## src/rtl/dct_pkg.sv

```systemverilog
// Shared types and constants for the 8-point DCT-II stage: cosine coefficient
// generation, accumulator sizing and the output sequencer state type.
package dct_pkg;

  typedef enum logic {
    SEQ_IDLE = 1'b0,
    SEQ_RUN  = 1'b1
  } seq_state_t;

  localparam int COS_FRAC_BITS = 20;

  // cos(m*pi/16) for m = 0..8, scaled by 2^COS_FRAC_BITS
  localparam int COS_TAB [0:8] = '{
    1048576, 1028428, 968757, 871859, 741455, 582557, 401273, 204567, 0
  };

  function automatic int acc_width(input int dw, input int cw);
    return dw + 1 + cw + 3;
  endfunction

  // C[k][n] = round_half_away(c(k) * cos((2n+1)k*pi/16) * 2^(cw-1)).
  // c(0)*2^(cw-1) equals cos(pi/4)*2^(cw-2), so row 0 reuses the m=4 entry.
  function automatic int cos_coeff(input int k, input int n, input int cw);
    int     m;
    int     sgn;
    longint mag;
    m   = ((2 * n + 1) * k) % 32;
    sgn = 1;
    if (m > 16) begin
      m = 32 - m;
    end
    if (m > 8) begin
      m   = 16 - m;
      sgn = -1;
    end
    if (k == 0) begin
      m   = 4;
      sgn = 1;
    end
    mag = ((longint'(COS_TAB[m]) << (cw - 2)) + (64'sd1 << (COS_FRAC_BITS - 1)))
          >>> COS_FRAC_BITS;
    return (sgn < 0) ? -int'(mag) : int'(mag);
  endfunction

endpackage

```

## src/rtl/dct_dot8.sv

```systemverilog
// One DCT output coefficient: full-precision dot product of eight samples with
// a selected cosine row, rounded half up and saturated to OUTPUT_WIDTH.
module dct_dot8
  import dct_pkg::*;
#(
  parameter int DATA_WIDTH   = 8,
  parameter int OUTPUT_WIDTH = 12,
  parameter int COEFF_WIDTH  = 12,
  parameter bit SIGNED_IN    = 1'b0
) (
  input  logic [7:0][DATA_WIDTH-1:0]     samples,
  input  logic [2:0]                     row,
  output logic signed [OUTPUT_WIDTH-1:0] result
);

  localparam int ACC_W  = acc_width(DATA_WIDTH, COEFF_WIDTH);
  localparam int PROD_W = DATA_WIDTH + 1 + COEFF_WIDTH;
  localparam logic signed [ACC_W-1:0] RND_HALF = {{(ACC_W-1){1'b0}}, 1'b1} << (COEFF_WIDTH - 2);
  localparam logic signed [ACC_W-1:0] SAT_MAX  = {{(ACC_W-OUTPUT_WIDTH+1){1'b0}}, {(OUTPUT_WIDTH-1){1'b1}}};
  localparam logic signed [ACC_W-1:0] SAT_MIN  = {{(ACC_W-OUTPUT_WIDTH+1){1'b1}}, {(OUTPUT_WIDTH-1){1'b0}}};

  logic signed [COEFF_WIDTH-1:0] coef_tab_s [8][8];
  logic signed [PROD_W-1:0]      prod_s [8];
  logic signed [ACC_W-1:0]       acc_s;
  logic signed [ACC_W-1:0]       rnd_s;

  for (genvar gk = 0; gk < 8; gk++) begin : g_row
    for (genvar gn = 0; gn < 8; gn++) begin : g_col
      localparam int C_VAL = cos_coeff(gk, gn, COEFF_WIDTH);
      assign coef_tab_s[gk][gn] = C_VAL[COEFF_WIDTH-1:0];
    end
  end

  for (genvar gn = 0; gn < 8; gn++) begin : g_mul
    logic signed [DATA_WIDTH:0] xe_s;
    assign xe_s = SIGNED_IN ? $signed({samples[gn][DATA_WIDTH-1], samples[gn]})
                            : $signed({1'b0, samples[gn]});
    assign prod_s[gn] = PROD_W'(xe_s) * PROD_W'(coef_tab_s[row][gn]);
  end

  // accumulate, round half up, arithmetic shift, then clamp
  always_comb begin
    acc_s = '0;
    for (int n = 0; n < 8; n++) begin
      acc_s = acc_s + ACC_W'(prod_s[n]);
    end
    rnd_s = (acc_s + RND_HALF) >>> (COEFF_WIDTH - 1);
    if (rnd_s > SAT_MAX) begin
      result = SAT_MAX[OUTPUT_WIDTH-1:0];
    end else if (rnd_s < SAT_MIN) begin
      result = SAT_MIN[OUTPUT_WIDTH-1:0];
    end else begin
      result = rnd_s[OUTPUT_WIDTH-1:0];
    end
  end

endmodule

```

## src/rtl/dct_stage.sv

```systemverilog
// 8-point 1-D DCT-II stage: gathers four two-sample beats, snapshots the block,
// then emits X0/X1..X6/X7 as four registered pairs with a sync on X0/X1.
module dct_stage
  import dct_pkg::*;
#(
  parameter int DATA_WIDTH   = 8,
  parameter int OUTPUT_WIDTH = 12,
  parameter int COEFF_WIDTH  = 12,
  parameter bit SIGNED_IN    = 1'b0
) (
  input  logic                           i_clk,
  input  logic                           i_resetn,
  input  logic [DATA_WIDTH-1:0]          i_p0,
  input  logic [DATA_WIDTH-1:0]          i_p1,
  input  logic                           i_vld,
  output logic signed [OUTPUT_WIDTH-1:0] o_c0,
  output logic signed [OUTPUT_WIDTH-1:0] o_c1,
  output logic                           o_sync
);

  logic [1:0]                     beat_r;
  logic [5:0][DATA_WIDTH-1:0]     samp_r;
  logic [7:0][DATA_WIDTH-1:0]     snap_r;
  seq_state_t                     state_r;
  logic [1:0]                     pair_r;
  logic                           pipe_vld_r;
  logic                           pipe_sync_r;
  logic signed [OUTPUT_WIDTH-1:0] pipe_c0_r;
  logic signed [OUTPUT_WIDTH-1:0] pipe_c1_r;
  logic signed [OUTPUT_WIDTH-1:0] even_s;
  logic signed [OUTPUT_WIDTH-1:0] odd_s;
  logic                           last_beat_s;

  assign last_beat_s = i_vld && (beat_r == 2'd3);

  // beat collection; the final beat copies the whole block into the snapshot
  always_ff @(posedge i_clk or negedge i_resetn) begin
    if (!i_resetn) begin
      beat_r <= 2'd0;
      samp_r <= '0;
      snap_r <= '0;
    end else if (i_vld) begin
      beat_r <= beat_r + 2'd1;
      case (beat_r)
        2'd0: begin
          samp_r[0] <= i_p0;
          samp_r[1] <= i_p1;
        end
        2'd1: begin
          samp_r[2] <= i_p0;
          samp_r[3] <= i_p1;
        end
        2'd2: begin
          samp_r[4] <= i_p0;
          samp_r[5] <= i_p1;
        end
        2'd3: snap_r <= {i_p1, i_p0, samp_r};
        default: ;
      endcase
    end
  end

  // output pair sequencer; a new block landing on pair 3 restarts at pair 0
  always_ff @(posedge i_clk or negedge i_resetn) begin
    if (!i_resetn) begin
      state_r <= SEQ_IDLE;
      pair_r  <= 2'd0;
    end else begin
      case (state_r)
        SEQ_IDLE: begin
          if (last_beat_s) begin
            state_r <= SEQ_RUN;
          end
          pair_r <= 2'd0;
        end
        SEQ_RUN: begin
          if (last_beat_s) begin
            pair_r <= 2'd0;
          end else if (pair_r == 2'd3) begin
            state_r <= SEQ_IDLE;
            pair_r  <= 2'd0;
          end else begin
            pair_r <= pair_r + 2'd1;
          end
        end
        default: begin
          state_r <= SEQ_IDLE;
          pair_r  <= 2'd0;
        end
      endcase
    end
  end

  dct_dot8 #(
    .DATA_WIDTH  (DATA_WIDTH),
    .OUTPUT_WIDTH(OUTPUT_WIDTH),
    .COEFF_WIDTH (COEFF_WIDTH),
    .SIGNED_IN   (SIGNED_IN)
  ) u_dot_even (
    .samples(snap_r),
    .row    ({pair_r, 1'b0}),
    .result (even_s)
  );

  dct_dot8 #(
    .DATA_WIDTH  (DATA_WIDTH),
    .OUTPUT_WIDTH(OUTPUT_WIDTH),
    .COEFF_WIDTH (COEFF_WIDTH),
    .SIGNED_IN   (SIGNED_IN)
  ) u_dot_odd (
    .samples(snap_r),
    .row    ({pair_r, 1'b1}),
    .result (odd_s)
  );

  // result pipeline then output registers; outputs hold between pairs
  always_ff @(posedge i_clk or negedge i_resetn) begin
    if (!i_resetn) begin
      pipe_vld_r  <= 1'b0;
      pipe_sync_r <= 1'b0;
      pipe_c0_r   <= '0;
      pipe_c1_r   <= '0;
      o_c0        <= '0;
      o_c1        <= '0;
      o_sync      <= 1'b0;
    end else begin
      pipe_vld_r  <= (state_r == SEQ_RUN);
      pipe_sync_r <= (state_r == SEQ_RUN) && (pair_r == 2'd0);
      if (state_r == SEQ_RUN) begin
        pipe_c0_r <= even_s;
        pipe_c1_r <= odd_s;
      end
      o_sync <= pipe_sync_r;
      if (pipe_vld_r) begin
        o_c0 <= pipe_c0_r;
        o_c1 <= pipe_c1_r;
      end
    end
  end

endmodule

```

## config.mk

```make
export PLATFORM = sky130hd
export DESIGN_NAME = dct_stage
export DESIGN_NICKNAME = d
export VERILOG_FILES = /design/src/rtl/dct_pkg.sv /design/src/rtl/dct_dot8.sv /design/src/rtl/dct_stage.sv
export SDC_FILE = /design/constraint.sdc
export NUM_CORES = 2
export LEC_CHECK = 0
export BUFFER_PORTS_ARGS = -buffer_cell sky130_fd_sc_hd__buf_2
export CAP_MARGIN = 20
export CORE_UTILIZATION = 55
export CTS_BUF_LIST = sky130_fd_sc_hd__clkbuf_4
export DETAILED_ROUTE_END_ITERATION = 10
export PLACE_DENSITY = 0.71
export SLEW_MARGIN = 5
export SYNTH_ARGS = -nofsm -noshare
export SYNTH_HDL_FRONTEND = slang
export SYNTH_SLANG_ARGS = --single-unit
```

## constraint.sdc

```tcl
create_clock -name i_clk -period 24.9 [get_ports i_clk]
set_clock_uncertainty 0.15 [all_clocks]
set_input_delay 1.245 -clock i_clk [delete_from_list [all_inputs] [get_ports i_clk]]
set_output_delay 1.245 -clock i_clk [all_outputs]
set_load 0.01 [all_outputs]
```

# --- Word-level counts from Yosys, hierarchy flattened ---
# Memories as Yosys holds them, arrays and structs flattened.
# Index checks and enable logic that the tools add are counted.
totals:
  memories: 2
  reg_bits: 168
  output_inout_bits: 25
  romBits: 1536
classes:
  eq_ne: 4
  order_cmp: 6
  n_reduce_logical: 8
  muxes: 15
  n_mul: 16
  add_sub_neg: 18
  bitwise_logic: 3
memory_table:
  columns: ["memory", "words", "width", "read_ports", "rd_clocked_by_memory_dff", "wr", "line_no", "source"]
  rows:
  - ["(name not given)", 8, 96, 1, 0, 0, "dct_dot8.sv:38", "assign prod_s[gn] = PROD_W'(xe_s) * PROD_W'(coef_tab_s[row][gn]);"]
  - ["(name not given)", 8, 96, 1, 0, 0, "dct_dot8.sv:38", null]
op_table:
  columns: ["cell", "count"]
  rows:
  - ["$mux 96", 4]
  - ["$mul 9x12->21", 16]
  - ["$add 24x21->24", 10]
  - ["$add 24x12->24 const B", 2]
  - ["$mux 12", 4]
  - ["$add 22x21->23", 2]
  - ["$add 21x21->22", 2]
  - ["$gt 13x12->1 const B", 2]
  - ["$lt 13x12->1 const B", 2]
  - ["$ge 4x4->1 const B", 2]
  - ["$not 3->4", 2]
  - ["$reduce_and 2->1", 4]
  - ["$eq 2x2->1 const B", 3]
  - ["$add 2x1->2 const B", 2]
  - ["$logic_not 2->1", 2]
  - ["$mux 2", 2]
  - ["$pmux 2 s2", 1]
  - ["$mux 1", 3]
  - ["$eq 2x1->1 const B", 1]
  - ["$logic_and 1x1->1", 2]
  - ["$pmux 1 s2", 1]
  - ["$not 1->1", 1]

# --- Longest topological paths before layout ---
logic_depth:
  word_depth: 16
  depth_mapped: 51
  mapped_depth_nobuf: 46

# --- Hierarchy ---
# Synthesis repeated with hierarchy kept, for this count alone.
unflattened:
  cells_unflattened: 6415
  area_unflattened_um2: 64152.8
by_module_without_submodules:
  columns: ["mod", "area_each_um2", "seq_area_each_um2", "cells_each", "instances"]
  rows:
  - ["dct_dot8 at u_dot_even", 28873.9, 0.0, 3021, 1]
  - ["dct_dot8 at u_dot_odd", 28870.2, 0.0, 3025, 1]
  - ["dct_stage", 6408.6, 4204.0, 369, 1]

# --- Worst setup path after synthesis ---
# Ideal clock, no wire load.
synth_timing:
  kind: "reg2reg"
  startpoint: "register pair_r[1]"
  endpoint: "register pipe_c1_r[10]"
  path_slack_ns: 11.988
  setup_ns: 0.134
  arrival_ns: 12.628
  stages_incl_launch_ff: 49
  n_path_buf: 7
  period_less_slack_ns: 12.912
  path_cell_list: "dfrtp_1 > clkbuf_1 > clkinv_1 > clkbuf_1 > ha_1 > clkbuf_1 > clkbuf_1 > buf_1 > nand2_1 > fa_1 > fa_1 > fa_1 > fa_1 > inv_1 > fa_1 > fa_1 > inv_1 > fa_1 > [... 13 more ...] > fa_1 > fa_1 > inv_1 > fa_1 > inv_1 > fa_1 > inv_1 > ha_1 > a21o_1 > a21oi_1 > o21ai_0 > a21oi_1 > a21oi_1 > or3_1 > buf_2 > buf_4 > a32oi_1 > o2bb2ai_1"
synth_via:
  elab_chain_cells: 16
  elab_cells_between_ends: 24
  classes_between: "add/sub (8); mul (8); order compare (2); mux (4); bitwise (1); memory (1)"
synth_lines:
  columns: ["element", "line_no", "source"]
  rows:
  - ["from (decl)", "dct_stage.sv:25", "logic [1:0] pair_r;"]
  - ["from (signal assigned)", "dct_stage.sv:83", "pair_r <= pair_r + 2'd1;"]
  - ["$not 3->4 (implied by the code) (*)", "dct_dot8.sv:38", null]
  - ["$mem_v2 8x96 (*)", null, null]
  - ["$mux 96 (implied by the code) (*) (2 in series)", "dct_dot8.sv:38", null]
  - ["$mul 9x12->21", "dct_dot8.sv:38", null]
  - ["$add 21x21->22", "dct_dot8.sv:45", "acc_s = acc_s + ACC_W'(prod_s[n]);"]
  - ["$add 22x21->23", "dct_dot8.sv:45", null]
  - ["$add 24x21->24 (4 in series)", "dct_dot8.sv:45", null]
  - ["$add 24x21->24 (*)", "dct_dot8.sv:45", null]
  - ["$add 24x12->24 (*)", "dct_dot8.sv:47", "rnd_s = (acc_s + RND_HALF) >>> (COEFF_WIDTH - 1);"]
  - ["$lt 13x12->1", "dct_dot8.sv:50", "end else if (rnd_s < SAT_MIN) begin"]
  - ["$mux 12", "dct_dot8.sv:50", null]
  - ["$mux 12 (*)", "dct_dot8.sv:48", "if (rnd_s > SAT_MAX) begin"]
  - ["to (signal assigned)", "dct_stage.sv:131", "pipe_c1_r <= odd_s;"]
  - ["to (decl)", "dct_stage.sv:29", "logic signed [OUTPUT_WIDTH-1:0] pipe_c1_r;"]
# Every way passes the cells marked *; elsewhere a longest branch is shown, timed or not. The select of a mux whose other input is x is not followed.
# A chain may end at the register's enable or synchronous reset.

# --- Worst setup path in the final report ---
layout_timing:
  startpoint: "register pair_r[0]"
  endpoint: "register pipe_c1_r[5]"
# Same word-level chain as after synthesis.

==> results.toml <==
[timing]
slew_violations = 0
fin_crit_sh = 0.5995
max_slew_margin = 0.2445
rsz0062_at_grt = "no"
holdWs_ps = 234.6
fin_crit_ps = 14930
max_freq_ghz = 0.06699
finalSetupViolCount = 0
hold_viol = 0
worstMarginPinSlew_ps = 1129
tns_ps = 0

[critical_path]
cp_max_fo = 36
cp_num_buf_inv = 9
r2r-start = "pair_r[0]$_DFF_PN0_"
cp_slowest_cell = "o32ai_2"
r2r-end = "pipe_c1_r[5]$_DFFE_PN0P_"
crit_path_end_kind = "flop"
timing.reg2reg.setup_slack_ps = 9970
critPathLaunchType = "flop"
cp_top_family = "adder cells"
r2r_cells = 40
max_stage_delay_ps = 610
crit_top_cell = "fa_1"
worstPathArrival_ps = 15550
crit_path_start = "pair_r[0]$_DFF_PN0_"
cp.required_ps = 25520
critPathKind = "reg -> reg"

[clock_network]
postCtsHoldBufs = 0
clock_latency_ps = 920
cts_setup_buffers = 0
postCtsResizedCells = 0
clkTransAtPathRegs_ps = 270
cts_num_sinks = 168
cts.path.max_buffers = 2
cts_root_buf = "clkbuf_4"
htreeDepth = 4
cts_tree = "done"
cts_inserted_buffers = 17

[routing]
avgRoutedWirePerCell_um = 25.17
drc = 0
vias = 37030
drt_iter0_markers = 3012
dr.pass1.iters = 7
vias_per_cell = 5.343
routed_wirelength_um = 174400
ant_nets = 0

[final_layout]
finalNonFillerCells = 6931
drive_gt1_frac = 0.05235
syn_to_final_growth_pct = 3.546
final_nets = 7650
fillerInstances = 9003

[outcome]
outcome = "complete, no violations"

[global_routing]
first_global_vias = 41310
overflow = 0
grt_max_degree = 70
antenna_found_initial = 3
grt_usage = 0.3549
grt_pass1_wl_um = 268100

[floorplan]
dieArea_mm2 = 0.1053
ios = 44
start_util = 0.5582
fp-row-count = 117
design.core.area_mm2 = 0.1025
die_w_um = 324.5
die_y_um = 324.5

[synth]
synthDistinctLibCells = 68
synth_top_area_frac = 0.5152
synth.most_common_cell = "inv_1"
seq_area_frac_synth = 0.07350
synth_largest_area_cell = "fa_1"
synth_edf_count = 0
synth_top_flop_cell = "dfrtp_1"
syn_nets = 7703
syn_area_mm2 = 0.05720
async_reset_ff_frac = 1.000
synth.area.top_cells = "fa_1, ha_1, inv_1"
synth.avg_cell_area_um2 = 10.22
synth_cells = 5599
netlist_top_cells_count = "inv_1, fa_1, ha_1, nand2_1"
ys_warn_count = 0
ys_ff_latch = 168

[flow_run]
max_cap_viol_count = 0

[placement]
post-dp-hpwl_um = 151600
io_buffers = 43
dp.cells = 6895
place.gp.congestion = 1.013

[min_path]
holdCritPathClass = "in -> async"
## kinds of logic after synthesis
| kind of cell | after synthesis | synth area share |
|---|---|---|
| multiplexers | 138 | 0.02721 |
| AO/OA/AOI/OAI | 210 | 0.02522 |
| AND/OR/NAND/NOR | 839 | 0.07525 |
| buffers and inverters | 2076 | 0.1363 |
| XOR/XNOR | 83 | 0.01321 |
| adder cells (fa/ha/maj) | 2085 | 0.6493 |
| flip-flops | 168 | 0.07350 |
## per-stage QoR
stage / util / area (um2) / setup slack [ps]
floorplan: - / 57200 / 11990
global placement: 0.5745 / 58870 / 10250
detailed placement: 0.5746 / 58880 / 10350
CTS: 0.5779 / 59220 / 10230
global route: 0.5779 / 59220 / 9461
finish: 0.5780 / 59230 / 9972
## area by class of cell
class                      count  area, um2  share of cell area
clock buffer                  17      127.6            0.002155
inverter                    1928       7237              0.1222
sequential                   168       4207             0.07102
timing repair buffer          76      471.7            0.007964
clock inverter                15      209.0            0.003528
tap                         1368       1712             0.02890
antenna                        4      10.01           0.0001690
multi-input combinational   3355      45250              0.7641
## flip-flops by register name (all words and copies together), names as in the netlist
name,count
pipe_c1_r,12
samp_r,48
o_sync,1
pipe_sync_r,1
o_c1,12
state_r,1
pipe_vld_r,1
snap_r,64
beat_r,2
pipe_c0_r,12
o_c0,12
pair_r,2
## routing by layer
metal | global-route usage | part of all wire
met1 | 0.5078 | 0.42
met2 | 0.5159 | 0.43
met3 | 0.1149 | 0.11
met4 | 0.1052 | 0.034
met5 | 0.005888 | 0.00060
## worst max path at each step
stage	end	slack [ps]	depth (start not counted)
floorplan	pipe_c1_r[10]$_DFFE_PN0P_	11990	48
global placement	pipe_c1_r[2]$_DFFE_PN0P_	10250	47
detailed placement	pipe_c1_r[5]$_DFFE_PN0P_	10350	47
CTS	pipe_c1_r[5]$_DFFE_PN0P_	10230	47
global route	pipe_c1_r[4]$_DFFE_PN0P_	9460	45
finish	pipe_c1_r[5]$_DFFE_PN0P_	9970	40
## cells in the final DEF, fill, tap and decap left out, types with 4 or more instances in the layout
cell | Yosys | routed
inv_1 | 1924 | 1924
or2_2 | 15 | 15
nand4_1 | 4 | 4
clkbuf_4 | 0 | 17
xnor2_1 | 57 | 57
nand2_1 | 276 | 274
clkinv_1 | 4 | 4
nor2_1 | 98 | 98
o2bb2ai_1 | 10 | 10
a211oi_1 | 8 | 8
o211ai_1 | 7 | 7
and2_1 | 168 | 168
mux2_2 | 137 | 137
fa_1 | 1472 | 1472
o21ai_0 | 41 | 41
ha_2 | 0 | 4
and3_1 | 7 | 7
nor2b_1 | 127 | 127
xor2_1 | 23 | 23
nand2b_1 | 102 | 102
buf_2 | 2 | 42
nor3_1 | 13 | 13
clkinv_8 | 0 | 6
a21o_1 | 21 | 21
ha_1 | 613 | 606
inv_12 | 0 | 4
inv_6 | 0 | 4
o21bai_1 | 8 | 8
a21oi_1 | 55 | 55
buf_4 | 1 | 33
diode_2 | 0 | 4
a31oi_1 | 13 | 13
o21a_1 | 10 | 10
dfrtp_1 | 168 | 166
nand3_1 | 11 | 11
or3_1 | 6 | 6
Power is not shown: default switching activity piles up to over one toggle a cycle in this logic, so the estimate is an artifact.
